File: src/rtl/fetch_stage.sv
// -----------------------------------------------------------------------------
// fetch_stage
//
// Instruction fetch for a 16-bit instruction set with optional 32-bit
// immediates. The block boots from a two-word reset vector, fetches
// instructions one word per cycle and assembles two-word instructions. It
// accepts redirects from execute (jump) and memory (RET/RTI), drops the
// current instruction on a decode flush, and takes an interrupt by reading a
// two-word interrupt vector. Results are presented in the IF/ID register.
//
// Ports
//   clk              in   single clock, rising edge
//   reset            in   synchronous, active-low reset
//   imem_addr        out  instruction memory word address (combinational)
//   imem_data        in   instruction memory read data, same cycle
//   stall            in   hold PC, FSM and IF/ID
//   flush            in   inject a NOP into IF/ID, PC unchanged
//   jump_taken       in   redirect to jump_target
//   jump_target      in   branch/call target PC
//   pc_choose_memory in   redirect to mem_pc (highest priority)
//   mem_pc           in   PC popped by RET/RTI
//   int_load         in   start an interrupt vector fetch (RUN only)
//   int_ack          out  one-cycle pulse once the interrupt PC is loaded
//   ifid_instr       out  instruction word (first word of a two-word instr)
//   ifid_imm         out  immediate word, zero for one-word instructions
//   ifid_pc          out  address of the instruction's first word
//   ifid_pc_next     out  return address (word after the instruction)
//   ifid_valid       out  IF/ID holds a real instruction
// -----------------------------------------------------------------------------
module fetch_stage #(
    parameter logic [31:0] RESET_VEC = 32'h0000_0000,
    parameter logic [31:0] INT_VEC   = 32'h0000_0002
) (
    input  logic        clk,
    input  logic        reset,
    output logic [31:0] imem_addr,
    input  logic [15:0] imem_data,
    input  logic        stall,
    input  logic        flush,
    input  logic        jump_taken,
    input  logic [31:0] jump_target,
    input  logic        pc_choose_memory,
    input  logic [31:0] mem_pc,
    input  logic        int_load,
    output logic        int_ack,
    output logic [15:0] ifid_instr,
    output logic [15:0] ifid_imm,
    output logic [31:0] ifid_pc,
    output logic [31:0] ifid_pc_next,
    output logic        ifid_valid
);

    typedef enum logic [2:0] {
        VEC_HI,
        VEC_LO,
        RUN,
        IMM,
        INT_HI,
        INT_LO
    } state_e;

    state_e      state;
    logic [31:0] pc;
    logic [31:0] pc_inc;
    logic [15:0] hold;      // first word of a two-word instruction
    logic [31:0] hold_pc;   // address of that first word
    logic [15:0] vec_hi;    // high half of the vector being read (reset or interrupt)
    logic        two_word;

    assign pc_inc   = pc + 32'd1;
    assign two_word = (imem_data[15:13] == 3'b011);

    // Vector states read fixed addresses; everywhere else memory follows the PC.
    always_comb begin
        imem_addr = pc;
        unique case (state)
            VEC_HI:  imem_addr = RESET_VEC;
            VEC_LO:  imem_addr = RESET_VEC + 32'd1;
            INT_HI:  imem_addr = INT_VEC;
            INT_LO:  imem_addr = INT_VEC + 32'd1;
            default: imem_addr = pc;
        endcase
    end

    always_ff @(posedge clk) begin
        if (!reset) begin
            state        <= VEC_HI;
            pc           <= RESET_VEC;
            hold         <= 16'h0000;
            hold_pc      <= 32'h0000_0000;
            vec_hi       <= 16'h0000;
            int_ack      <= 1'b0;
            ifid_instr   <= 16'h0000;
            ifid_imm     <= 16'h0000;
            ifid_pc      <= 32'h0000_0000;
            ifid_pc_next <= 32'h0000_0000;
            ifid_valid   <= 1'b0;
        end else begin
            int_ack <= 1'b0;
            unique case (state)
                // Boot sequence is not interruptible by any control input.
                VEC_HI: begin
                    vec_hi <= imem_data;
                    state  <= VEC_LO;
                end
                VEC_LO: begin
                    pc    <= {vec_hi, imem_data};
                    state <= RUN;
                end
                default: begin
                    if (pc_choose_memory || jump_taken) begin
                        // Memory-stage redirect is older than execute, so it wins.
                        pc         <= pc_choose_memory ? mem_pc : jump_target;
                        ifid_instr <= 16'h0000;
                        ifid_imm   <= 16'h0000;
                        ifid_valid <= 1'b0;
                        state      <= RUN;
                    end else if (flush) begin
                        // Returning to RUN drops any held first word or
                        // in-progress interrupt vector read.
                        ifid_instr <= 16'h0000;
                        ifid_imm   <= 16'h0000;
                        ifid_valid <= 1'b0;
                        state      <= RUN;
                    end else if (int_load && (state == RUN)) begin
                        ifid_instr <= 16'h0000;
                        ifid_imm   <= 16'h0000;
                        ifid_valid <= 1'b0;
                        state      <= INT_HI;
                    end else if (!stall) begin
                        unique case (state)
                            RUN: begin
                                pc <= pc_inc;
                                if (two_word) begin
                                    hold       <= imem_data;
                                    hold_pc    <= pc;
                                    ifid_valid <= 1'b0;
                                    state      <= IMM;
                                end else begin
                                    ifid_instr   <= imem_data;
                                    ifid_imm     <= 16'h0000;
                                    ifid_pc      <= pc;
                                    ifid_pc_next <= pc_inc;
                                    ifid_valid   <= 1'b1;
                                end
                            end
                            IMM: begin
                                ifid_instr   <= hold;
                                ifid_imm     <= imem_data;
                                ifid_pc      <= hold_pc;
                                ifid_pc_next <= pc_inc;
                                ifid_valid   <= 1'b1;
                                pc           <= pc_inc;
                                state        <= RUN;
                            end
                            INT_HI: begin
                                vec_hi <= imem_data;
                                state  <= INT_LO;
                            end
                            INT_LO: begin
                                pc      <= {vec_hi, imem_data};
                                int_ack <= 1'b1;
                                state   <= RUN;
                            end
                            default: begin
                                // Unused encodings recover through the boot path.
                                state <= VEC_HI;
                            end
                        endcase
                    end
                end
            endcase
        end
    end

endmodule

File: config.mk
export PLATFORM = sky130hd
export DESIGN_NAME = fetch_stage
export DESIGN_NICKNAME = d
export VERILOG_FILES = /design/src/rtl/fetch_stage.sv
export SDC_FILE = /design/constraint.sdc
export NUM_CORES = 1
export LEC_CHECK = 0
export ABC_AREA = 1
export CORE_MARGIN = 2
export CORE_UTILIZATION = 46
export DETAILED_ROUTE_END_ITERATION = 7
export GPL_ROUTABILITY_DRIVEN = 0
export PLACE_DENSITY_LB_ADDON = 0.25
export SKIP_LAST_GASP = 1
export SYNTH_ARGS = -nofsm -noshare
export SYNTH_HDL_FRONTEND = slang
export SYNTH_SLANG_ARGS = --single-unit
File: constraint.sdc
create_clock -name clk -period 1.8 [get_ports clk]
set_input_delay 0.18 -clock clk [delete_from_list [all_inputs] [get_ports clk]]
set_output_delay 0.18 -clock clk [all_outputs]
set_load 0.01 [all_outputs]
==> flow_metrics.tcl, run 1 <==
set metrics [dict create \
    tightest_slew_ns 0.529 \
    io_pins 217 \
    cts-root-buf "clkbuf_16" \
    skew_ns 0.0114 \
    syn-instance-count 1507 \
    grt_pass1_wl_um 52400 \
    vias_per_cell 5.52 \
    hold_viol 0 \
    synth_area_leaders "dfxtp_1 (40%), nand2_1 (15%), a21oi_1 (9.4%), o21ai_0 (6.0%), inv_1 (5.3%)" \
    cts_hold_buf 0 \
    drt_iter0_markers 1245 \
    grt_max_degree 95 \
    crit_path_end_kind "flop" \
    power.density_nw_per_um2 813 \
    drc_errors 0 \
    die_w_um 151 \
    io_buffers 216 \
    holdPathStages 4 \
    fp-row-count 53 \
    clk_pin_slew_ns 0.07 \
    first_pass_iters 8 \
    reg2reg_depth 13 \
    rsz0062_at_grt "true" \
    failed_checks "negative setup slack" \
    p_sw_uw 3840 \
    min_to "ifid_pc_next[13]" \
    syn_nets 1595 \
    grt_pass1_vias 10200 \
    fin_crit_ns 1.88 \
    setup_slack_ns -0.0792 \
    cts_tree "done" \
    clkPwrFrac 0.321 \
    yosysTopAreaCellShare 0.399 \
    num_vias 11700 \
    yosysUniqueCellTypes 34 \
    arrival_ns 2.20 \
    stdcell_count 2113 \
    r2r_end "ifid_pc[6]" \
    switching_share 0.319 \
    crit_fanout 8 \
    h-tree-depth 4 \
    cts.sink_count 197 \
    syn-mean-instance-area_um2 6.56 \
    ff2ff_setup_slack_ns -0.08 \
    die_area_um2 22700 \
    max-slew-margin-rel 0.644 \
    status "finished, violations left" \
    ir_drop_mv 0.731 \
    gr-total-overflow 0 \
    grt_antenna_before_repair 0 \
    worstSkewPairLatency_ns 0.44 \
    placedCellCount 2044 \
    numCtsBuffers 17 \
    hold_path_class "primary input to flop" \
    synth_top_area_cell "dfxtp_1" \
    syn-cell-area_um2 9890 \
    routedWlPerCell_um 17.3 \
    startpoint_type "flop" \
    p_total_uw 12000 \
    seq_area_frac_synth 0.399 \
    min_from "reset" \
    drv_cap 0 \
    path_class "flop to flop" \
    seqPwrFrac 0.401 \
    combPwrFrac 0.278 \
    nets 1914 \
    drtAntennaViolNets 0 \
    p_int_uw 8190 \
    required_ns 2.12 \
    p_leak_uw 0.00659 \
    ctsLongestPathBuffers 2 \
    num_antenna_cells 0 \
    start_util 0.469 \
    setup_viol_count_final 18 \
    core_area_um2 21100 \
    drive_above_1_share 0.166 \
    wl_um 36600 \
    area_growth_pct 49.7 \
    synth.yosys.warnings 0 \
    hpwl_um 24600 \
    final_max_slew_viol_count 0 \
    fp.dieH_um 151 \
    fmax_ghz 0.532 \
    timing.rr.start "state[1]" \
    period_share 1.04 \
    grtUsageTotal 0.293 \
    ys_seq_elements 197 \
]
-- worst max-delay path by stage --
stage                  start       endpoint  slack, ns
3_3_place_gp   imem_data[14]     hold_pc[2]      -0.18
3_5_place_dp      jump_taken    ifid_pc[31]      -0.28
5_1_grt             state[1]     ifid_pc[6]      -0.16
4_1_cts             state[1]  imem_addr[17]      -0.18
2_1_floorplan          pc[1]         pc[20]       0.08
6_report            state[1]     ifid_pc[6]      -0.08
-- final cells by class --
| class | count | area, µm² |
|---|---|---|
| fillers | 1695 | 6280 |
| multi-input cells | 1058 | 5180 |
| repair buffers | 404 | 4170 |
| flip-flops and latches | 197 | 3960 |
| inverters | 148 | 566 |
| clock buffers | 21 | 460 |
| well taps | 275 | 344 |
| clock inverters | 10 | 121 |
-- sequential cells by signal, summed over array words and instances, names as in the netlist --
| name | cells |
|---|---|
| hold | 16 |
| hold_pc | 32 |
| ifid_imm | 16 |
| ifid_instr | 16 |
| ifid_pc | 32 |
| ifid_pc_next | 32 |
| ifid_valid | 1 |
| int_ack | 1 |
| pc | 32 |
| state | 3 |
| vec_hi | 16 |
-- cells in the mapped netlist, drive strengths merged --
library cell and count:
a211oi 26, a21oi 185, a31oi 38, buf 48
clkbuf 56, dfxtp 197, ha 1, inv 148
nand2 404, nand3 95, nand3b 1, nand4 1
nor2 139, nor3 3, o211ai 20, o21a 1
o21ai 130, o22ai 3, or2 1, xnor2 5
xor2 5
-- critical path: stages (launching register included) --
cell	delay [ns]
dfxtp_2	0.33
inv_2	0.09
nor2_4	0.05
nand2_4	0.10
inv_4	0.05
nand2_4	0.07
nand3_4	0.08
nor3_4	0.31
buf_6	0.16
clkbuf_16	0.14
buf_12	0.12
buf_8	0.11
buf_4	0.10
a31oi_1	0.06
-- power groups by stage --
stage / Clock, µW / Sequential, µW / Combinational [µW]
6_report: 3870 / 4830 / 3340
5_1_grt: 4050 / 4840 / 3600
4_1_cts: 3880 / 4790 / 2980
3_5_place_dp: 0 / 4890 / 2960
3_3_place_gp: 0 / 4880 / 2920
2_1_floorplan: 0 / 4870 / 1550
-- routing by layer --
metal	GRT usage	wire length [µm]
met3	0.0494	4070
met2	0.453	16400
met4	0.118	1380
met1	0.406	14700
met5	0	0
-- logic make-up after synthesis --
family,share of synthesized area
compound gates,0.222
xor+xnor,0.00885
fa+ha+maj,0.00126
buf+inv,0.104
flops,0.399
simple gates,0.265
-- stage by stage --
step | hold slack (ns) | worst slack (ns) | utilization | instance area [µm²] | TNS [ns]
floorplan | 0.340 | 0.0804 | - | 9890 | 0
global placement | 0.433 | -0.183 | 0.629 | 13300 | -21.75
detailed placement | 0.440 | -0.281 | 0.629 | 13300 | -29.37
CTS | 0.307 | -0.182 | 0.659 | 13900 | -4.71
global route | 0.306 | -0.164 | 0.702 | 14800 | -7.61
finish | 0.311 | -0.0792 | 0.702 | 14800 | -0.494
-- cell usage in the layout (no fill, tap or decap), types with 7 or more instances in the layout --
master,count
nor2_4,13
a211oi_1,23
clkbuf_16,28
clkdlybuf4s50_1,183
nor2_1,118
o211ai_1,20
dfxtp_1,186
inv_2,7
buf_6,13
a31oi_1,38
a21oi_1,179
nand2_2,12
inv_1,138
nand3_2,9
nand2_1,388
dlymetal6s2s_1,30
o21ai_1,18
buf_4,141
o21ai_0,107
buf_12,17
nand3_1,85
dfxtp_2,9
nor2_2,8
-- what timing repair did --
item / CTS / global route
buffers inserted: 0 / 25
cloned: 1 / 12
gates resized for setup: 11 / 140
setup endpoints to repair: 48 / 182
pin swaps: 0 / 11
Power figures use the tool's default switching activity.
==> run 2: changes to the inputs <==
- GPL_ROUTABILITY_DRIVEN: 0 -> not set
- REMOVE_ABC_BUFFERS: not set -> 1
==> run 2 against run 1 <==
The flow still finishes with violations (negative setup slack). Worst setup slack better by 0.055 ns. Combinational power down 3%. First-iteration DRC count down 13%. Sequential share of layout area up 0.54 points. Critical endpoint is now ifid_pc_next[18]. Count of clock-buffer cells in the layout down 4. Clock power up 5%. Hold slack worse by 0.024 ns. Register-to-register slack better by 0.05 ns.
==> flow_metrics.tcl, run 2 (synthesized netlist as in run 1, its figures left out) <==
set metrics [dict create \
    io_pins 217 \
    vias_per_cell 5.53 \
    drive_above_1_share 0.158 \
    hpwl_um 24000 \
    power.density_nw_per_um2 835 \
    core_area_um2 21100 \
    crit_path_end_kind "flop" \
    start_util 0.469 \
    setup_viol_count_final 4 \
    status "finished, violations left" \
    nets 1874 \
    combPwrFrac 0.268 \
    first_pass_iters 6 \
    grt_antenna_before_repair 0 \
    placedCellCount 2013 \
    grt_pass1_vias 10200 \
    setup_slack_ns -0.0244 \
    fmax_ghz 0.548 \
    cts-root-buf "clkbuf_16" \
    switching_share 0.332 \
    cts.sink_count 197 \
    die_w_um 151 \
    required_ns 2.19 \
    max-slew-margin-rel 0.578 \
    worstSkewPairLatency_ns 0.44 \
    cts_hold_buf 0 \
    drtAntennaViolNets 0 \
    numCtsBuffers 17 \
    clk_pin_slew_ns 0.08 \
    arrival_ns 2.21 \
    p_int_uw 8110 \
    cts_tree "done" \
    p_leak_uw 0.00606 \
    drc_errors 0 \
    area_growth_pct 46.9 \
    h-tree-depth 4 \
    hold_path_class "primary input to flop" \
    period_share 1.01 \
    routedWlPerCell_um 17.8 \
    gr-total-overflow 0 \
    crit_fanout 7 \
    ir_drop_mv 0.756 \
    fp-row-count 53 \
    p_sw_uw 4030 \
    fin_crit_ns 1.82 \
    hold_viol 0 \
    final_max_slew_viol_count 0 \
    stdcell_count 2075 \
    failed_checks "negative setup slack" \
    gp_congestion 0.934 \
    mostFrequentLayoutCell "nand2_1" \
    seqPwrFrac 0.398 \
    final_cell_mix "nand2_1 (391), dfxtp_1 (185), clkdlybuf4s50_1 (183)" \
    startpoint_type "flop" \
    grt_pass1_wl_um 54000 \
    num_vias 11500 \
    tightest_slew_ns 0.632 \
    grtUsageTotal 0.305 \
    fp.dieH_um 151 \
    skew_ns 0.00984 \
    io_buffers 216 \
    wl_um 36900 \
    clkPwrFrac 0.335 \
    path_class "flop to flop" \
    ctsLongestPathBuffers 2 \
    drv_cap 0 \
    holdWs_ns 0.286 \
    drt_iter0_markers 1083 \
    die_area_um2 22700 \
    rsz0062_at_grt "true" \
    grt_max_degree 95 \
]
==> run 2: changes by cell type in the layout (fill, tap and decap cells not counted), moves of 4 or more <==
cell	before	now
buf_4	141	100
buf_6	13	17
dlygate4sd2_1	1	28
dlymetal6s2s_1	30	3
nand2_2	12	7
nor2_2	8	3
o21ai_0	107	82
o21ai_1	18	25
o21ai_2	5	23
==> run 2: what timing repair did <==
action	4_1_cts	5_1_grt
gates cloned	2	9
pin swaps	2	13
buffers inserted	4	15
setup endpoints to repair	97	152
resized for setup	51	150
==> run 2: power by group through the flow <==
stage	Combinational, µW	Clock (µW)	Sequential, µW
2_1_floorplan	1330	0	4930
3_3_place_gp	2800	0	4880
3_5_place_dp	2830	0	4880
4_1_cts	2970	4060	4790
5_1_grt	3500	4240	4850
6_report	3250	4060	4830
==> run 2: metal layers <==
metal,vias up,wire length [µm],GRT usage
li1,5492,-,-
met1,5292,15000,0.405
met2,609,17100,0.485
met3,81,3920,0.0812
met4,0,936,0.0949
met5,-,0,0
==> run 2: final timing paths <==
kind	cells after the start	slack (ns)	start	to
min	4	0.29	reset	ifid_pc[6]
max	12	-0.02	state[1]	ifid_pc_next[18]
min reg2reg	2	0.45	hold[3]	hold[3]
max reg2reg	12	-0.02	state[1]	ifid_pc_next[18]
==> run 2: layout make-up <==
type | instances | area [µm²]
inverter | 148 | 571
tap | 275 | 344
clock buffer | 17 | 425
multi-input combinational | 1058 | 5280
sequential | 197 | 3970
timing repair buffer | 364 | 3750
antenna | 1 | 2.50
fill | 1761 | 6550
clock inverter | 15 | 199
==> run 2: worst max-delay path: stages, from the launching register on <==
cell and delay, ns:
dfxtp_4 0.38, inv_4 0.08, nor2_4 0.04, nand2_4 0.11, inv_4 0.05, nand2_4 0.07
nand3_4 0.09, nor3_4 0.25, buf_6 0.23, buf_6 0.14, clkbuf_16 0.14, o211ai_1 0.09
inv_1 0.09
==> run 2: stage by stage <==
stage	utilization	TNS, ns	worst slack, ns	total power (µW)	instance area [µm²]
2_1_floorplan	-	-269.17	-2.02	6260	9420
3_3_place_gp	0.617	-40.64	-0.279	7680	13000
3_5_place_dp	0.617	-43.62	-0.341	7710	13000
4_1_cts	0.653	-0.0786	-0.0374	11800	13800
5_1_grt	0.689	-3.60	-0.120	12600	14500
6_report	0.689	-0.0445	-0.0244	12100	14500
